--- config.mk ---
export PLATFORM = sky130hd
export DESIGN_NAME = sync_fifo_ctrl
export DESIGN_NICKNAME = d
export VERILOG_FILES = /design/src/rtl/fifo_pkg.sv /design/src/rtl/fifo_mem.sv /design/src/rtl/sync_fifo_ctrl.sv
export SDC_FILE = /design/constraint.sdc
export NUM_CORES = 1
export LEC_CHECK = 0
export ABC_AREA = 1
export BUFFER_PORTS_ARGS = -buffer_cell sky130_fd_sc_hd__buf_2
export CORE_MARGIN = 10
export CORE_UTILIZATION = 50
export DETAILED_ROUTE_END_ITERATION = 6
export PLACE_DENSITY_LB_ADDON = 0.15
export SLEW_MARGIN = 20
export SYNTH_ARGS = -nofsm -noshare
export SYNTH_HDL_FRONTEND = slang
export SYNTH_SLANG_ARGS = --single-unit
--- constraint.sdc ---
create_clock -name clk -period 1.9 [get_ports clk]
set_input_delay 0 -clock clk [delete_from_list [all_inputs] [get_ports clk]]
set_output_delay 0 -clock clk [all_outputs]
set_load 0.1 [all_outputs]
--- src/rtl/fifo_pkg.sv ---
// Shared defaults and types for the single-clock FIFO controller.
package fifo_pkg;

    localparam int FIFO_DATA_WIDTH = 8;
    localparam int FIFO_ADDR_WIDTH = 4;

    typedef logic [FIFO_ADDR_WIDTH:0] ptr_t;

endpackage

--- src/rtl/fifo_mem.sv ---
// FIFO storage array: synchronous write port, asynchronous read port, no reset.
module fifo_mem
    import fifo_pkg::*;
#(
    parameter int DATA_WIDTH = FIFO_DATA_WIDTH,
    parameter int ADDR_WIDTH = FIFO_ADDR_WIDTH
) (
    input  logic                  clk,
    input  logic                  we,
    input  logic [ADDR_WIDTH-1:0] waddr,
    input  logic [DATA_WIDTH-1:0] wdata,
    input  logic [ADDR_WIDTH-1:0] raddr,
    output logic [DATA_WIDTH-1:0] rdata
);

    logic [DATA_WIDTH-1:0] mem_q [2**ADDR_WIDTH];

    // Write port
    always_ff @(posedge clk) begin
        if (we) begin
            mem_q[waddr] <= wdata;
        end
    end

    assign rdata = mem_q[raddr];

endmodule

--- src/rtl/sync_fifo_ctrl.sv ---
// Single-clock FIFO controller with occupancy count, almost flags,
// sticky error flags and an optional first-word-fall-through read port.
module sync_fifo_ctrl
    import fifo_pkg::*;
#(
    parameter int DATA_WIDTH = FIFO_DATA_WIDTH,
    parameter int ADDR_WIDTH = FIFO_ADDR_WIDTH,
    parameter int AF_LEVEL   = 2**ADDR_WIDTH - 2,
    parameter int AE_LEVEL   = 2,
    parameter bit FWFT       = 1'b0
) (
    input  logic                  clk,
    input  logic                  rst_n,
    input  logic                  winc,
    input  logic [DATA_WIDTH-1:0] wdata,
    output logic                  wfull,
    output logic                  walmost_full,
    input  logic                  rinc,
    output logic [DATA_WIDTH-1:0] rdata,
    output logic                  rempty,
    output logic                  ralmost_empty,
    output logic [ADDR_WIDTH:0]   count,
    output logic                  overflow,
    output logic                  underflow,
    input  logic                  clr_err
);

    localparam int DEPTH = 2**ADDR_WIDTH;
    typedef logic [ADDR_WIDTH:0] cnt_t;
    localparam cnt_t AF_C   = cnt_t'(AF_LEVEL);
    localparam cnt_t AE_C   = cnt_t'(AE_LEVEL);
    localparam cnt_t ONE_C  = cnt_t'(1);
    localparam logic AF_RST = (AF_LEVEL == 0) ? 1'b1 : 1'b0;

    if (ADDR_WIDTH < 1) begin : g_chk_aw
        $error("sync_fifo_ctrl: ADDR_WIDTH must be at least 1");
    end
    if (AF_LEVEL > DEPTH) begin : g_chk_af
        $error("sync_fifo_ctrl: AF_LEVEL exceeds DEPTH");
    end
    if (AE_LEVEL > DEPTH) begin : g_chk_ae
        $error("sync_fifo_ctrl: AE_LEVEL exceeds DEPTH");
    end

    cnt_t                  wptr_q, wptr_d, rptr_q, rptr_d, count_q, count_d;
    logic                  wfull_q, wfull_d, walmost_full_q, walmost_full_d;
    logic                  rempty_q, rempty_d, ralmost_empty_q, ralmost_empty_d;
    logic                  overflow_q, overflow_d, underflow_q, underflow_d;
    logic [DATA_WIDTH-1:0] rdata_q, rdata_d, mem_rd_s;
    logic                  wa_s, ra_s;

    fifo_mem #(
        .DATA_WIDTH (DATA_WIDTH),
        .ADDR_WIDTH (ADDR_WIDTH)
    ) u_mem (
        .clk   (clk),
        .we    (wa_s),
        .waddr (wptr_q[ADDR_WIDTH-1:0]),
        .wdata (wdata),
        .raddr (rptr_q[ADDR_WIDTH-1:0]),
        .rdata (mem_rd_s)
    );

    // Next-state: accepts, pointers, and flags derived from the next pointers
    always_comb begin
        wa_s = winc && !wfull_q;
        ra_s = rinc && !rempty_q;

        if (wa_s) begin
            wptr_d = wptr_q + ONE_C;
        end else begin
            wptr_d = wptr_q;
        end
        if (ra_s) begin
            rptr_d = rptr_q + ONE_C;
        end else begin
            rptr_d = rptr_q;
        end

        count_d         = wptr_d - rptr_d;
        wfull_d         = (wptr_d[ADDR_WIDTH] != rptr_d[ADDR_WIDTH]) &&
                          (wptr_d[ADDR_WIDTH-1:0] == rptr_d[ADDR_WIDTH-1:0]);
        rempty_d        = (wptr_d == rptr_d);
        walmost_full_d  = (count_d >= AF_C);
        ralmost_empty_d = (count_d <= AE_C);

        // A rejected request sets its flag even when clr_err is high
        if (winc && wfull_q) begin
            overflow_d = 1'b1;
        end else if (clr_err) begin
            overflow_d = 1'b0;
        end else begin
            overflow_d = overflow_q;
        end
        if (rinc && rempty_q) begin
            underflow_d = 1'b1;
        end else if (clr_err) begin
            underflow_d = 1'b0;
        end else begin
            underflow_d = underflow_q;
        end

        if (!FWFT && ra_s) begin
            rdata_d = mem_rd_s;
        end else begin
            rdata_d = rdata_q;
        end
    end

    // State registers
    always_ff @(posedge clk or negedge rst_n) begin
        if (!rst_n) begin
            wptr_q          <= '0;
            rptr_q          <= '0;
            count_q         <= '0;
            wfull_q         <= 1'b0;
            walmost_full_q  <= AF_RST;
            rempty_q        <= 1'b1;
            ralmost_empty_q <= 1'b1;
            overflow_q      <= 1'b0;
            underflow_q     <= 1'b0;
            rdata_q         <= '0;
        end else begin
            wptr_q          <= wptr_d;
            rptr_q          <= rptr_d;
            count_q         <= count_d;
            wfull_q         <= wfull_d;
            walmost_full_q  <= walmost_full_d;
            rempty_q        <= rempty_d;
            ralmost_empty_q <= ralmost_empty_d;
            overflow_q      <= overflow_d;
            underflow_q     <= underflow_d;
            rdata_q         <= rdata_d;
        end
    end

    // In FWFT mode the head word is shown only while the FIFO holds data
    if (FWFT) begin : g_fwft
        assign rdata = rempty_q ? {DATA_WIDTH{1'b0}} : mem_rd_s;
    end else begin : g_reg
        assign rdata = rdata_q;
    end

    assign wfull         = wfull_q;
    assign walmost_full  = walmost_full_q;
    assign rempty        = rempty_q;
    assign ralmost_empty = ralmost_empty_q;
    assign count         = count_q;
    assign overflow      = overflow_q;
    assign underflow     = underflow_q;

endmodule
Word level (Yosys, flattened, before mapping)
Memory sizes are Yosys's and may differ from the RTL's. A register that Yosys moved wholly into a read port is not among the register bits.
Index checks and enable logic that the tools add are counted.
{ "totals": {"latchBits": 0, "register_bits": 21, "out_inout_bits": 19, "ramBits": 128, "in_bits": 13, "mem_count": 1, "elab_cells": 35, "mem_bits_ro": 0} }
{ "classes": {"shifts": 0, "mux": 7, "n_reduce_logical": 10, "n_mul": 0, "n_addsub": 3, "bitwise_logic": 0, "n_lt_le_gt_ge": 2, "n_div": 0, "n_eq_ne": 3} }
{ "mem_list": {"columns": ["memory", "words", "word_bits", "rd", "rd_clocked_by_memory_dff", "wr", "line", "source"], "rows": [
  ["u_mem.mem_q", 16, 8, 1, 1, 1, "fifo_mem.sv:16", "logic [DATA_WIDTH-1:0] mem_q [2**ADDR_WIDTH];"]
]} }
{ "op_table": {"columns": ["op", "count"], "rows": [
  ["$add 5x1->5 const B", 2],
  ["$mux 5", 2],
  ["$eq 5x5->1", 1],
  ["$ge 5x4->1 const B", 1],
  ["$le 5x2->1 const B", 1],
  ["$logic_and 1x1->1", 5],
  ["$mux 1", 5],
  ["$sub 5x5->5", 1],
  ["$eq 4x4->1", 1],
  ["$reduce_bool 2->1", 2],
  ["$logic_not 1->1", 3],
  ["$ne 1x1->1", 1]
]} }

Longest topological paths before layout
Gate-level depths: netlist (run 1).
{ "logic_depth": {"ltp_word": 5, "depth_mapped": 16, "mapped_depth_nobuf": 16} }

By module
A second synthesis (run 1) with hierarchy kept.
{ "unflattened": {"cells_unflattened": 722, "area_unflattened_um2": 7126.8} }
{ "modules_own_cells": {"columns": ["mod", "cells_each", "area_per_inst_um2", "instances", "seq_area_each_um2"], "rows": [
  ["fifo_mem", 543, 5606.6, 1, 3843.7],
  ["sync_fifo_ctrl", 179, 1520.2, 1, 728.2]
]} }

Worst setup path after synthesis (run 1)
OpenSTA, ideal clock, no wires.
{ "synth_timing": {"path_kind": "reg-to-reg", "startpoint": "reg wfull_q (netlist: wfull)", "endpoint": "reg ralmost_empty_q (netlist: ralmost_empty)", "setup_ps": 64, "n_path_buf": 0, "path_stages_with_launch": 14, "arrival_ps": 2259, "t_required_ps": 1836, "period_less_slack_ps": 2323, "setup_slack_ps": -423, "path_cell_list": "dfrtp_1 > inv_2 > nand3_1 > nand2_1 > ha_1 > inv_1 > ha_1 > nor2_1 > nand3b_1 > nand2_2 > inv_2 > nor2_2 > nand2_1 > nor2_2"} }
{ "synth_via": {"elab_chain_cells": 5} }
{ "synth_rtl": {"columns": ["item", "line", "source"], "rows": [
  ["start: declaration", "sync_fifo_ctrl.sv:46", "logic wfull_q, wfull_d, walmost_full_q, walmost_full_d;"],
  ["start signal: assignment", "sync_fifo_ctrl.sv:127", "wfull_q <= wfull_d;"],
  ["$logic_not 1->1", "sync_fifo_ctrl.sv:66", "wa_s = winc && !wfull_q;"],
  ["$logic_and 1x1->1", "sync_fifo_ctrl.sv:66", null],
  ["$mux 5", "sync_fifo_ctrl.sv:69", "if (wa_s) begin"],
  ["$sub 5x5->5", "sync_fifo_ctrl.sv:80", "count_d = wptr_d - rptr_d;"],
  ["net count_d[2]", "sync_fifo_ctrl.sv:45", "cnt_t wptr_q, wptr_d, rptr_q, rptr_d, count_q, count_d;"],
  ["$le 5x2->1", "sync_fifo_ctrl.sv:85", "ralmost_empty_d = (count_d <= AE_C);"],
  ["net ralmost_empty_d", "sync_fifo_ctrl.sv:47", "logic rempty_q, rempty_d, ralmost_empty_q, ralmost_empty_d;"],
  ["end signal: assignment", "sync_fifo_ctrl.sv:130", "ralmost_empty_q <= ralmost_empty_d;"],
  ["end: declaration", "sync_fifo_ctrl.sv:47", null]
]} }
The timed path passes the listed nets, and every way through them passes these cells.
A chain may end at the register's enable or synchronous reset.

Final worst setup path (run 1)
{ "layout_timing": {"startpoint": "reg rempty_q (netlist: rempty)", "endpoint": "reg ralmost_empty_q (netlist: ralmost_empty)"} }
{ "layout_via": {"elab_chain_cells": 5} }
{ "layout_rtl": {"columns": ["item", "line", "source"], "rows": [
  ["start: declaration", "sync_fifo_ctrl.sv:47", null],
  ["start signal: assignment", "sync_fifo_ctrl.sv:129", "rempty_q <= rempty_d;"],
  ["$logic_not 1->1", "sync_fifo_ctrl.sv:67", "ra_s = rinc && !rempty_q;"],
  ["$logic_and 1x1->1", "sync_fifo_ctrl.sv:67", null],
  ["$mux 5", "sync_fifo_ctrl.sv:74", "if (ra_s) begin"],
  ["net rptr_d[1]", "sync_fifo_ctrl.sv:45", null],
  ["$sub 5x5->5", "sync_fifo_ctrl.sv:80", null],
  ["net count_d[2]", "sync_fifo_ctrl.sv:45", null],
  ["$le 5x2->1", "sync_fifo_ctrl.sv:85", null],
  ["net ralmost_empty_d", "sync_fifo_ctrl.sv:47", null]
]} }
The timed path passes the listed nets, and every way through them passes these cells.

==> flow_metrics.env, run 1 <==
export IMPL_hold_class="input port to register"
export IMPL_setup_viol=1
export IMPL_start_util_pct=51.57
export IMPL_cp_required_ns=2.26
export IMPL_dr_pass1_iters=5
export IMPL_synth_async_reset_ratio_pct=18.47
export IMPL_clkTransAtPathRegs_ns=0.06
export IMPL_core_area_um2=12720
export IMPL_met1_length_um=6950
export IMPL_crit_path_top_delay_cell="dfstp_4"
export IMPL_wl_met2_um=7776
export IMPL_clk_latency_ns=0.42
export IMPL_period_needed_ns=1.936
export IMPL_yosys_warnings=0
export IMPL_status="finished, violations left"
export IMPL_syn_inst=560
export IMPL_first_global_vias=4486
export IMPL_top_layer_used="met4"
export IMPL_cp_buffers_inverters=3
export IMPL_io_pins=32
export IMPL_cts_buffers=17
export IMPL_die_w_um=134.6
export IMPL_finalNonFillerCells=822
export IMPL_yosysUniqueCellTypes=31
export IMPL_avgSynthCellArea_um2=11.72
export IMPL_postRouteAntennaNets=0
export IMPL_vias=4536
export IMPL_rsz0062_at_grt="true"
export IMPL_final_nets=659
export IMPL_finClkSkew_ns=0.007865
export IMPL_p_per_area_nw_per_um2=1831
export IMPL_final_core_util_pct=62.58
export IMPL_gp_congestion=0.8710
export IMPL_htree_levels=4
export IMPL_vias_per_cell=5.518
export IMPL_worst_slack_ns=-0.03639
export IMPL_total_power_w=0.01458
export IMPL_hold_slack_ns=0.007799
export IMPL_ir_worst_vdd_mv=0.8036
export IMPL_dpl_hpwl_um=10210
export IMPL_area_growth_pct=21.34
export IMPL_crit_arrival_ns=2.30
export IMPL_rows=41
export IMPL_n_fill_cell=1002
export IMPL_synth_edff_count=128
export IMPL_cpPeakStageDelay_ns=0.64
export IMPL_syn_area_um2=6561
export IMPL_yosysSeqAreaShare_pct=69.68
export IMPL_cts_tree="built"
export IMPL_crit_chain="nor2_4, inv_4, nand2_4, o21ai_4, buf_6, xnor2_4, ha_4, nor2_4, nand3b_1, nand2_2, inv_2, nor2_2, nand2_1, nor2_2"
export IMPL_diodes=0
export IMPL_slew_headroom_pct=50.83
export IMPL_antenna_found_initial=0
export IMPL_critPathMaxFanout=4
export IMPL_synth_fp_nets=581
export IMPL_cp_end_kind="register"
export IMPL_violations="negative setup slack"
export IMPL_maxSlewViolCount=0
export IMPL_grt_max_degree=37
export IMPL_critPathKind="register to register"
export IMPL_route_detailed_drc=0
export IMPL_maxCapViolations=0
export IMPL_finalCritPeriodShare_pct=101.9
export IMPL_final_common_cell="edfxtp_1"
export IMPL_port_buffers=31
export IMPL_cts_root_buf="clkbuf_16"
export IMPL_routedWlPerCell_um=19.29
export IMPL_routed_wl_um=15850
export IMPL_final_cell_mix="edfxtp_1 (128), nor2_1 (93), nand2_1 (71), o21ai_0 (60), buf_4 (38)"
export IMPL_critPathTopFamily="flip-flops"
export IMPL_cellLeakagePower_nw=2.998
export IMPL_drive_gt1_share_pct=23.54
export IMPL_drt_iter0_drc=412
export IMPL_synthFlopType="edfxtp_1"
export IMPL_die_area_um2=18110
export IMPL_cts_buffer_depth=2
export IMPL_die_h_um=134.6
export IMPL_fmax_ghz=0.5164
export IMPL_start_kind="register"
export IMPL_r2r_slack_ns=-0.04
export IMPL_synth_seq_cells=157
export IMPL_dr_wl_met3_um=776
export IMPL_grt_overflow=0
export IMPL_dp_cells=777
export IMPL_clock_sinks=157
export IMPL_worstMarginPinSlew_ns=0.7375
export IMPL_grt_pass1_wl_um=24880
export IMPL_hold_violations=0
export IMPL_gr_usage_all_layers_pct=18.01
## state kept, by name (all words and copies together), names as in the netlist
name and count:
u_mem.mem_q 128, rdata 8, count 5, rptr_q 5, wptr_q 5, overflow 1
ralmost_empty 1, rempty 1, underflow 1, walmost_full 1, wfull 1
## cell families (layout without fill, tap and decap cells)
family | Yosys count | after routing | share of synthesized area, %
AOI/OAI and AO/OA | 117 | 117 | 10.14
xor gates and xnor gates | 5 | 5 | 0.7820
buffers and inverters | 57 | 147 | 3.680
and+or+nand+nor | 216 | 216 | 14.19
DFF | 157 | 157 | 69.68
adders and majority gates | 8 | 8 | 1.526
## stage by stage
step	worst slack (ns)	TNS [ns]	area, µm²
global placement	0.03347	0	7151
floorplan	-0.1326	-0.3882	6575
finish	-0.03639	-0.03639	7961
global route	-0.1215	-0.3921	7961
detailed placement	-0.03868	-0.06860	7151
CTS	0.01436	0	7831
## path summary, 6_finish.rpt
check,startpoint,endpoint,depth (start not counted)
max reg2reg,rempty$_DFF_PN1_,ralmost_empty$_DFF_PN1_,14
min in group asynchronous,rst_n,count[0]$_DFF_PN0_,2
max,rempty$_DFF_PN1_,ralmost_empty$_DFF_PN1_,14
max in group asynchronous,rst_n,rptr_q[0]$_DFF_PN0_,2
min,wdata[7],u_mem.mem_q[9][7]$_DFFE_PP_,1
min reg2reg,rptr_q[4]$_DFF_PN0_,rptr_q[4]$_DFF_PN0_,1
## per-layer routing
layer,track usage [%],vias to the layer above
li1,-,2132
met1,23.94,2227
met2,28.44,151
met3,3.487,26
met4,7.316,0
met5,0,-
## cell type report
| class | count | area, µm² | area share [%] |
|---|---|---|---|
| sequential | 157 | 4578 | 57.50 |
| multi-input combinational | 346 | 1883 | 23.65 |
| timing repair buffer | 86 | 636.9 | 7.999 |
| clock buffer | 17 | 425.4 | 5.343 |
| tap | 172 | 215.2 | 2.703 |
| inverter | 30 | 118.9 | 1.493 |
| clock inverter | 14 | 103.9 | 1.304 |
## where the power goes
| group | switching [W] | leakage, nW | total [W] | internal, W |
|---|---|---|---|---|
| clock network | 0.00130 | 0.252 | 0.00306 | 0.00176 |
| registers | 0.000272 | 1.50 | 0.00460 | 0.00433 |
| logic | 0.00475 | 1.25 | 0.00692 | 0.00216 |
## cells in the mapped netlist (2+ instances only)
master,number,area [µm²]
inv_1,26,97.59
edfxtp_1,128,3844
clkbuf_1,12,45.04
nand2_2,9,56.30
buf_2,13,65.06
nor2_1,94,352.8
nand3_2,3,30.03
xnor2_1,3,26.28
nand4_1,2,12.51
o211ai_1,5,37.54
nand2_1,76,285.3
ha_1,8,100.1
dfrtp_1,27,675.7
dfstp_2,2,52.55
o221ai_1,11,96.34
nor2_2,3,18.77
a21oi_1,17,85.08
o22ai_1,19,118.9
inv_2,4,15.01
o21ai_0,63,315.3
nand3_1,25,125.1
## repair_timing
action | CTS | global route
hold buffers | 10 | 0
endpoints found under the setup margin | 2 | 10
buffers inserted | 1 | 3
pin swaps | 4 | 11
resized for setup | 12 | 24
hold endpoints to repair | 120 | 0
gates cloned | 0 | 0
(Power assumes the default switching activity.)
==> run 2: changes to the inputs <==
- CELL_PAD_IN_SITES_DETAIL_PLACEMENT: not set -> 1
- CELL_PAD_IN_SITES_GLOBAL_PLACEMENT: not set -> 1
- CORE_UTILIZATION: 50 -> 45
==> run 2 against run 1 <==
The run still ends with negative setup slack left. Sequential power hardly changed. Register-to-register slack hardly changed. Global-route usage is 0.19 points higher. Via count is 1.6% higher. Flip-flop and latch count stayed put. Sequential share of layout area is 0.70 points lower. Clock skew is 0.0013 ns higher. Clock power is 14% higher. Non-clock buffer count is 3 lower.
==> flow_metrics.env, run 2 (synthesis results as in run 1) <==
export IMPL_status="finished, violations left"
export IMPL_violations="negative setup slack"
export IMPL_finClkSkew_ns=0.009157
export IMPL_finalCritPeriodShare_pct=102.1
export IMPL_route_detailed_drc=0
export IMPL_period_needed_ns=1.940
export IMPL_p_per_area_nw_per_um2=1878
export IMPL_gr_usage_all_layers_pct=18.21
export IMPL_cts_buffer_depth=2
export IMPL_cp_required_ns=2.21
export IMPL_dr_pass1_iters=5
export IMPL_area_growth_pct=22.83
export IMPL_maxCapViolations=0
export IMPL_die_h_um=140.8
export IMPL_core_area_um2=14420
export IMPL_start_kind="register"
export IMPL_routed_wl_um=18200
export IMPL_clkTransAtPathRegs_ns=0.06
export IMPL_dp_cells=784
export IMPL_drive_gt1_share_pct=22.87
export IMPL_hold_violations=0
export IMPL_cts_root_buf="clkbuf_16"
export IMPL_largest_reg_flops=128
export IMPL_cellLeakagePower_nw=3.033
export IMPL_ir_worst_vdd_mv=1.205
export IMPL_drt_iter0_drc=391
export IMPL_postRouteAntennaNets=0
export IMPL_die_w_um=140.8
export IMPL_hold_class="input port to async pin"
export IMPL_first_global_vias=4955
export IMPL_start_util_pct=45.49
export IMPL_cts_buffers=17
export IMPL_critPathMaxFanout=4
export IMPL_rows=44
export IMPL_cp_end_kind="register"
export IMPL_io_pins=32
export IMPL_diodes=0
export IMPL_hold_slack_ns=0.2030
export IMPL_vias=4607
export IMPL_antenna_found_initial=0
export IMPL_grt_overflow=0
export IMPL_gp_congestion=0.7558
export IMPL_die_area_um2=19810
export IMPL_finalNonFillerCells=831
export IMPL_grt_pass1_wl_um=27770
export IMPL_maxSlewViolCount=0
export IMPL_vias_per_cell=5.544
export IMPL_slew_headroom_pct=42.28
export IMPL_worstMarginPinSlew_ns=0.8627
export IMPL_clock_sinks=157
export IMPL_worst_slack_ns=-0.04006
export IMPL_clk_latency_ns=0.43
export IMPL_dpl_hpwl_um=11040
export IMPL_rsz0062_at_grt="true"
export IMPL_crit_arrival_ns=2.25
export IMPL_critPathKind="register to register"
export IMPL_port_buffers=31
export IMPL_final_cell_mix="edfxtp_1 (128), nor2_1 (93), nand2_1 (71), o21ai_0 (60), buf_4 (33)"
export IMPL_final_common_cell="edfxtp_1"
export IMPL_htree_levels=4
export IMPL_final_nets=656
export IMPL_total_power_w=0.01514
export IMPL_top_register="u_mem.mem_q"
export IMPL_routedWlPerCell_um=21.90
export IMPL_grt_max_degree=67
export IMPL_setup_viol=2
export IMPL_fmax_ghz=0.5154
export IMPL_cts_tree="built"
## run 2: worst paths after layout
| check | startpoint | slack (ns) | cells past startpoint | endpoint |
|---|---|---|---|---|
| max | rempty$_DFF_PN1_ | -0.04 | 13 | walmost_full$_DFF_PN0_ |
| min | rst_n | 0.20 | 2 | rdata[4]$_DFFE_PN0N_ |
| max reg2reg | rempty$_DFF_PN1_ | -0.04 | 13 | walmost_full$_DFF_PN0_ |
| min reg2reg | rptr_q[4]$_DFF_PN0_ | 0.48 | 1 | rptr_q[4]$_DFF_PN0_ |
| max in group asynchronous | rst_n | 1.15 | 2 | rptr_q[0]$_DFF_PN0_ |
| min in group clk | clr_err | 0.36 | 3 | overflow$_DFFE_PN0P_ |
## run 2: layout make-up
cell class,instances,area [µm²]
timing repair buffer,83,648.1
sequential,157,4578
multi-input combinational,346,1882
fill,1503,6365
tap,184,230.2
inverter,30,118.9
clock inverter,14,176.4
clock buffer,17,425.4
## run 2: what timing repair did
| item | in CTS | in global routing |
|---|---|---|
| endpoints found under the setup margin | 3 | 10 |
| buffers inserted | 1 | 1 |
| pin swaps | 5 | 6 |
| hold buffers | 13 | 0 |
| cloned | 0 | 1 |
| endpoints found under the hold margin | 158 | 0 |
| gates resized for setup | 15 | 17 |
## run 2: metal layers
| metal | global-route usage (%) | up-vias | share of wire, % |
|---|---|---|---|
| li1 | - | 2124 | - |
| met1 | 21.88 | 2343 | 42 |
| met2 | 31.13 | 111 | 51 |
| met3 | 3.997 | 29 | 4.7 |
| met4 | 7.065 | 0 | 2.0 |
| met5 | 0 | - | 0 |
## run 2: worst max-delay path, stage by stage, from the launching register on
cell and delay [ns]:
dfstp_4 0.64, nor2_4 0.05, inv_4 0.08, nand2_4 0.06, o21ai_4 0.08, inv_1 0.09, ha_4 0.22, a21o_1 0.17
nand2_2 0.07, nand2_2 0.07, nand2_1 0.06, nand2_1 0.08, nand2_1 0.09, nand3_1 0.07
## run 2: report_power, final
group | switching, W | internal [W]
registers | 0.000281 | 0.00433
clock network | 0.00132 | 0.00217
logic | 0.00491 | 0.00214
## run 2: through the flow
stage                     util [%]  worst slack [ns]  setup TNS [ns]  cell area [µm²]
final                        55.87          -0.04006        -0.07006             8059
after global routing         55.87           -0.1469         -0.5704             8059
after CTS                    55.13          -0.04281        -0.04281             7951
after detailed placement     49.51          -0.09529         -0.2222             7141
after global placement       49.51          0.006804               0             7141
after floorplan                  -           -0.1326         -0.3882             6575
